--- config.mk ---
export PLATFORM = sky130hd
export DESIGN_NAME = i2c_reg_ctrl
export DESIGN_NICKNAME = d
export VERILOG_FILES = /design/src/rtl/i2c_ctrl_pkg.sv /design/src/rtl/i2c_qtick_gen.sv /design/src/rtl/i2c_reg_ctrl.sv
export SDC_FILE = /design/constraint.sdc
export NUM_CORES = 1
export LEC_CHECK = 0
export BUFFER_PORTS_ARGS = -buffer_cell sky130_fd_sc_hd__buf_4
export CAP_MARGIN = 20
export CORE_MARGIN = 4
export CORE_UTILIZATION = 41
export CTS_CLUSTER_SIZE = 12
export DETAILED_ROUTE_END_ITERATION = 8
export SLEW_MARGIN = 10
export SYNTH_ARGS = -nofsm -noshare
export SYNTH_HDL_FRONTEND = slang
export SYNTH_SLANG_ARGS = --single-unit
--- constraint.sdc ---
create_clock -name ti_clk -period 2.4 [get_ports ti_clk]
set_input_delay 0.48 -clock ti_clk [delete_from_list [all_inputs] [get_ports ti_clk]]
set_output_delay 0.48 -clock ti_clk [all_outputs]
set_load 0.02 [all_outputs]
--- src/rtl/i2c_ctrl_pkg.sv ---
// Shared types and constants for the I2C single-register master sequencer.
package i2c_ctrl_pkg;

    typedef enum logic [3:0] {
        IDLE,
        START,
        TX_BYTE,
        RX_ACK,
        RSTART,
        RX_BYTE,
        TX_NACK,
        STOP,
        DONE
    } state_e;

    typedef enum logic [1:0] {Q0, Q1, Q2, Q3} quarter_e;

    // Which byte the next TX_BYTE / RX_BYTE slot group belongs to.
    typedef enum logic [1:0] {PH_DEVW, PH_REG, PH_WDATA, PH_DEVR} phase_e;

    localparam int unsigned SLOTS_WR = 29;
    localparam int unsigned SLOTS_RD = 39;

endpackage

--- src/rtl/i2c_qtick_gen.sv ---
// SCL quarter-period divider: pulses o_qtick once every CLK_DIV enabled cycles.
module i2c_qtick_gen #(
    parameter int unsigned CLK_DIV = 125
) (
    input  logic i_clk,
    input  logic i_rst_n,
    input  logic i_clr,
    input  logic i_en,
    output logic o_qtick
);

    localparam logic [15:0] CNT_MAX = 16'(CLK_DIV - 1);

    logic [15:0] r_cnt;

    always_ff @(posedge i_clk) begin
        if (!i_rst_n) begin
            r_cnt <= '0;
        end else if (i_clr) begin
            r_cnt <= '0;
        end else if (i_en) begin
            r_cnt <= (r_cnt == CNT_MAX) ? '0 : r_cnt + 16'd1;
        end
    end

    assign o_qtick = i_en && (r_cnt == CNT_MAX);

endmodule

--- src/rtl/i2c_reg_ctrl.sv ---
// I2C master performing one single-register write or read per host command,
// driving SCL/SDA open-drain through output enables.
module i2c_reg_ctrl
    import i2c_ctrl_pkg::*;
#(
    parameter int unsigned CLK_DIV   = 125,
    parameter int unsigned ACK_ABORT = 1
) (
    input  logic       ti_clk,
    input  logic       rst_n,
    input  logic       start,
    input  logic       rw,
    input  logic [6:0] dev_addr,
    input  logic [7:0] reg_addr,
    input  logic [7:0] wr_data,
    output logic       busy,
    output logic       done,
    output logic       ack_err,
    output logic [7:0] rd_data,
    output logic       scl_oe,
    output logic       sda_oe,
    input  logic       sda_in
);

    state_e     r_state;
    state_e     w_state_next;
    quarter_e   r_qtr;
    phase_e     r_phase;
    logic [2:0] r_bit;
    logic [7:0] r_shift;
    logic       r_rw;
    logic [6:0] r_dev;
    logic [7:0] r_reg;
    logic [7:0] r_wdata;
    logic       r_nack;
    logic       r_ack_err;
    logic [7:0] r_rd_data;

    logic w_busy;
    logic w_accept;
    logic w_qtick;
    logic w_slot_end;
    logic w_scl_low;

    assign w_busy     = (r_state != IDLE) && (r_state != DONE);
    assign w_accept   = start && !w_busy;
    assign w_slot_end = w_qtick && (r_qtr == Q3);
    assign w_scl_low  = (r_qtr == Q0) || (r_qtr == Q3);

    i2c_qtick_gen #(
        .CLK_DIV (CLK_DIV)
    ) u_qtick (
        .i_clk   (ti_clk),
        .i_rst_n (rst_n),
        .i_clr   (w_accept),
        .i_en    (w_busy),
        .o_qtick (w_qtick)
    );

    always_ff @(posedge ti_clk) begin
        if (!rst_n) begin
            r_state <= IDLE;
        end else begin
            r_state <= w_state_next;
        end
    end

    always_comb begin
        w_state_next = r_state;
        unique case (r_state)
            IDLE, DONE: w_state_next = w_accept ? START : IDLE;
            START:      if (w_slot_end) w_state_next = TX_BYTE;
            TX_BYTE:    if (w_slot_end && r_bit == 3'd7) w_state_next = RX_ACK;
            RX_ACK: begin
                if (w_slot_end) begin
                    if (r_nack) begin
                        w_state_next = STOP;
                    end else begin
                        unique case (r_phase)
                            PH_DEVW:  w_state_next = TX_BYTE;
                            PH_REG:   w_state_next = r_rw ? RSTART : TX_BYTE;
                            PH_WDATA: w_state_next = STOP;
                            PH_DEVR:  w_state_next = RX_BYTE;
                            default:  w_state_next = STOP;
                        endcase
                    end
                end
            end
            RSTART:     if (w_slot_end) w_state_next = TX_BYTE;
            RX_BYTE:    if (w_slot_end && r_bit == 3'd7) w_state_next = TX_NACK;
            TX_NACK:    if (w_slot_end) w_state_next = STOP;
            STOP:       if (w_slot_end) w_state_next = DONE;
            default:    w_state_next = IDLE;
        endcase
    end

    // ACK and read bits are sampled at the end of Q2; bytes advance at the end of Q3.
    always_ff @(posedge ti_clk) begin
        if (!rst_n) begin
            r_qtr     <= Q0;
            r_phase   <= PH_DEVW;
            r_bit     <= '0;
            r_shift   <= '0;
            r_rw      <= 1'b0;
            r_dev     <= '0;
            r_reg     <= '0;
            r_wdata   <= '0;
            r_nack    <= 1'b0;
            r_ack_err <= 1'b0;
            r_rd_data <= '0;
        end else if (w_accept) begin
            r_qtr     <= Q0;
            r_phase   <= PH_DEVW;
            r_bit     <= '0;
            r_shift   <= {dev_addr, 1'b0};
            r_rw      <= rw;
            r_dev     <= dev_addr;
            r_reg     <= reg_addr;
            r_wdata   <= wr_data;
            r_nack    <= 1'b0;
            r_ack_err <= 1'b0;
        end else if (w_qtick) begin
            r_qtr <= quarter_e'(2'(r_qtr + 2'd1));
            if (r_qtr == Q2) begin
                if (r_state == RX_ACK && sda_in) begin
                    r_ack_err <= 1'b1;
                    r_nack    <= (ACK_ABORT != 0);
                end
                if (r_state == RX_BYTE) begin
                    r_shift <= {r_shift[6:0], sda_in};
                end
            end
            if (r_qtr == Q3) begin
                case (r_state)
                    TX_BYTE: begin
                        r_bit   <= r_bit + 3'd1;
                        r_shift <= {r_shift[6:0], 1'b0};
                    end
                    RX_BYTE: r_bit <= r_bit + 3'd1;
                    RX_ACK: begin
                        if (r_phase == PH_DEVW) begin
                            r_phase <= PH_REG;
                            r_shift <= r_reg;
                        end else if (r_phase == PH_REG) begin
                            r_phase <= r_rw ? PH_DEVR : PH_WDATA;
                            r_shift <= r_rw ? {r_dev, 1'b1} : r_wdata;
                        end
                    end
                    STOP: if (r_rw && !r_ack_err) r_rd_data <= r_shift;
                    default: ;
                endcase
            end
        end
    end

    always_comb begin
        scl_oe = 1'b0;
        sda_oe = 1'b0;
        unique case (r_state)
            START: begin
                scl_oe = (r_qtr == Q3);
                sda_oe = (r_qtr == Q2) || (r_qtr == Q3);
            end
            RSTART: begin
                scl_oe = w_scl_low;
                sda_oe = (r_qtr == Q2) || (r_qtr == Q3);
            end
            TX_BYTE: begin
                scl_oe = w_scl_low;
                sda_oe = ~r_shift[7];
            end
            RX_ACK, RX_BYTE, TX_NACK: scl_oe = w_scl_low;
            STOP: begin
                scl_oe = (r_qtr == Q0);
                sda_oe = (r_qtr == Q0) || (r_qtr == Q1);
            end
            default: ;
        endcase
    end

    assign busy    = w_busy;
    assign done    = (r_state == DONE);
    assign ack_err = r_ack_err;
    assign rd_data = r_rd_data;

endmodule

==> flow_summary.toml <==
[outcome]
outcome = "completed"

[synthesis]
yosysTopAreaCell = "dfxtp_1"
syn_area_sq_um = 3380
synthDominantCellAreaShare_pct = 40.2
yosysWarnings = 0
synth_nets = 454
synth-main-ff-cell = "dfxtp_1"
postSynth.asyncResetShare_pct = 0
synth-edff-count = 0
synth_cells = 418
synth_cell_types = 49
synth.ff_latch_count = 68
syn_avg_cell_area_sq_um = 8.09
synth_area_leaders = "dfxtp_1 40%, nand2_1 7.7%, a21oi_1 5.9%"
ys_seq_area_share_pct = 40.2

[worst_setup_path]
start_kind = "flip-flop"
critPathMaxFanout = 4
endpoint_kind = "primary output"
crit_type = "reg2out"
critPathArrivalTime_ns = 1.81
cp_top_family = "compound AO/OA/AOI/OAI gates"
cp_slowest_cell = "dfxtp_1"
worstPathRequired_ns = 1.92
path_cells = "inv_1 > ha_1 > nand2_1 > o21ai_0 > a211oi_2 > buf_4"
crit_path_max_incr_delay_ns = 0.38
path_buf_inv = 2

[cts]
clk-insertion-delay-late_ns = 0.34
htreeDepth = 3
cts_buffers = 9
cts_sinks = 68
cts.clk_slew.worst_paths_ns = 0.07
clockBufferDepth = 2
clockRootBuffer = "clkbuf_8"
cts_tree = "yes"
post_cts_buffers = 0

[routing]
dr_total_vias = 3037
drc = 0
drt_iter0_markers = 189
wl_mm = 8.33
wl_per_cell_microns = 14.8
dr.pass1.iters = 4
vias_per_cell = 5.41
ant_nets = 0

[flow_run]
drv_cap = 0

[cells_and_area]
largest_reg_flops = 16
top_register = "u_qtick.r_cnt"
syn_to_final_growth_pct = 18.3
nFillCells = 782
n_antenna_cell = 0
nNetsFinal = 490
drive_above_1_share_pct = 16.6

[timing]
tightest_slew_ns = 0.636
fin_crit_sh_pct = 95.4
rsz0062_at_grt = "no"
slew_headroom_pct = 57.5
finClkSkew_ns = 0.0136
fin_setup_tns_ns = 0
slew_viol_final = 0
period_needed_ns = 2.29
report.final.hold_viol_count = 0
fmax_mhz = 437
holdWs_ns = 0.376
finalSetupViolCount = 0

[grt]
grt_pass1_wl_mm = 13.8
grt_antenna_before_repair = 0
globalRouteOverflowTotal = 0
grt_pass1_vias = 2800
grt_usage_pct = 17.2
grt_max_degree = 41

[min_path]
min_path_type = "in2reg"

[power_and_ir_drop]
finalPower_mw = 2.31
p_leak_nw = 1.52
ir_worst_vdd_uv = 314
p_per_area_nw_per_um2 = 578

[floorplanning]
dieArea_sq_um = 9770
initial_core_util_pct = 42.9
die_x_microns = 98.8
std_cell_rows = 32
die_h_microns = 98.8
coreArea_sq_um = 7890
io_pins = 41

[placement]
dp_hpwl_mm = 5.98
port_buffers = 40
globalplace.congestion = 0.845
synthesized netlist by cell type, types with 7 or more instances:
library cell  instances
nor2b_1              11
nand2_1              69
nand3_1              20
xnor2_1               7
a21oi_1              40
mux2i_1              14
nor3_1               13
dfxtp_1              68
inv_1                10
ha_1                  8
nor2_1               45
xor2_1                9
clkbuf_1             23
a31oi_1               7
final cells by class:
| class | instances | area, sq um | area share, % |
|---|---|---|---|
| multi-input combinational | 315 | 1900 | 47.6 |
| timing repair buffer | 50 | 375 | 9.38 |
| tap | 102 | 128 | 3.19 |
| inverter | 10 | 37.5 | 0.938 |
| clock inverter | 4 | 48.8 | 1.22 |
| sequential | 68 | 1360 | 34.1 |
| clock buffer | 12 | 145 | 3.63 |
final timing paths:
kind                            from                      end  cells past startpoint  slack (ns)
max reg2reg  r_state[2]$_SDFFE_PN0P_    r_bit[1]$_SDFFE_PP0P_                      5        0.30
max            r_qtr[0]$_SDFFE_PP0P_                   scl_oe                      6        0.11
min reg2reg    r_dev[4]$_SDFFE_PN0P_    r_dev[4]$_SDFFE_PN0P_                      2        0.46
min                       wr_data[3]  r_wdata[3]$_SDFFE_PN0P_                      3        0.38
routing by layer:
layer,track usage (%),wire length (microns),vias to the layer above
met2,26.1,3740,64
met1,24.4,4110,1421
li1,-,-,1544
met4,6.62,110,0
met3,3.04,368,8
met5,0,0,-
kinds of logic after synthesis:
family / count (synthesis) / synth area share [%]
and+or+nand+nor: 191 / 27.8
AOI/OAI and AO/OA: 86 / 16.7
DFF: 68 / 40.2
buffers and inverters: 35 / 3.96
xor gates and xnor gates: 16 / 4.14
muxes: 14 / 4.14
adders and majority gates: 8 / 2.96
cells in the final DEF, fill, tap and decap left out, types with 2 or more instances in the layout:
| master | instances |
|---|---|
| o31ai_1 | 6 |
| o21ai_0 | 4 |
| clkbuf_8 | 10 |
| o211ai_1 | 2 |
| nand4_1 | 6 |
| a31oi_1 | 7 |
| o32ai_1 | 6 |
| xnor2_1 | 7 |
| a21oi_1 | 40 |
| nand3_1 | 20 |
| nor2_1 | 45 |
| dfxtp_1 | 66 |
| buf_4 | 50 |
| ha_2 | 2 |
| xor2_1 | 9 |
| clkbuf_1 | 2 |
| and3_1 | 4 |
| nor4_4 | 2 |
| ha_1 | 6 |
| a221o_1 | 6 |
| nand3b_1 | 3 |
| nor3_1 | 13 |
| inv_1 | 10 |
| nand2_1 | 69 |
| dfxtp_2 | 2 |
| mux2i_1 | 14 |
| and2_1 | 5 |
| and4b_1 | 2 |
| nor2b_1 | 11 |
| clkinv_2 | 2 |
| nor3b_1 | 2 |
| nor4_2 | 2 |
worst min-delay path, stage by stage:
cell	delay [ns]
buf_4	0.11
nand2_1	0.04
a21oi_1	0.05
per-stage QoR:
step,cell area (sq um),setup WS [ns],std cells,utilization (%)
floorplan,3380,0.363,418,-
global placement,3790,0.328,545,48.0
CTS,3990,0.0345,561,50.5
finish,4000,0.110,561,50.7
detailed placement,3790,0.268,545,48.0
global route,4000,0.0154,561,50.7
what timing repair did:
action,in CTS,in global routing
cloned,0,0
hold buffers,0,0
resized for setup,2,4
setup endpoints to repair,2,2
report_power, final:
part           switching (mW)  internal, mW  total [mW]  leakage, nW
Clock                   0.423         0.507       0.930        0.100
Combinational           0.102        0.0808       0.182        0.862
Sequential             0.0359          1.16        1.20        0.554
Power figures use the tool's default switching activity.
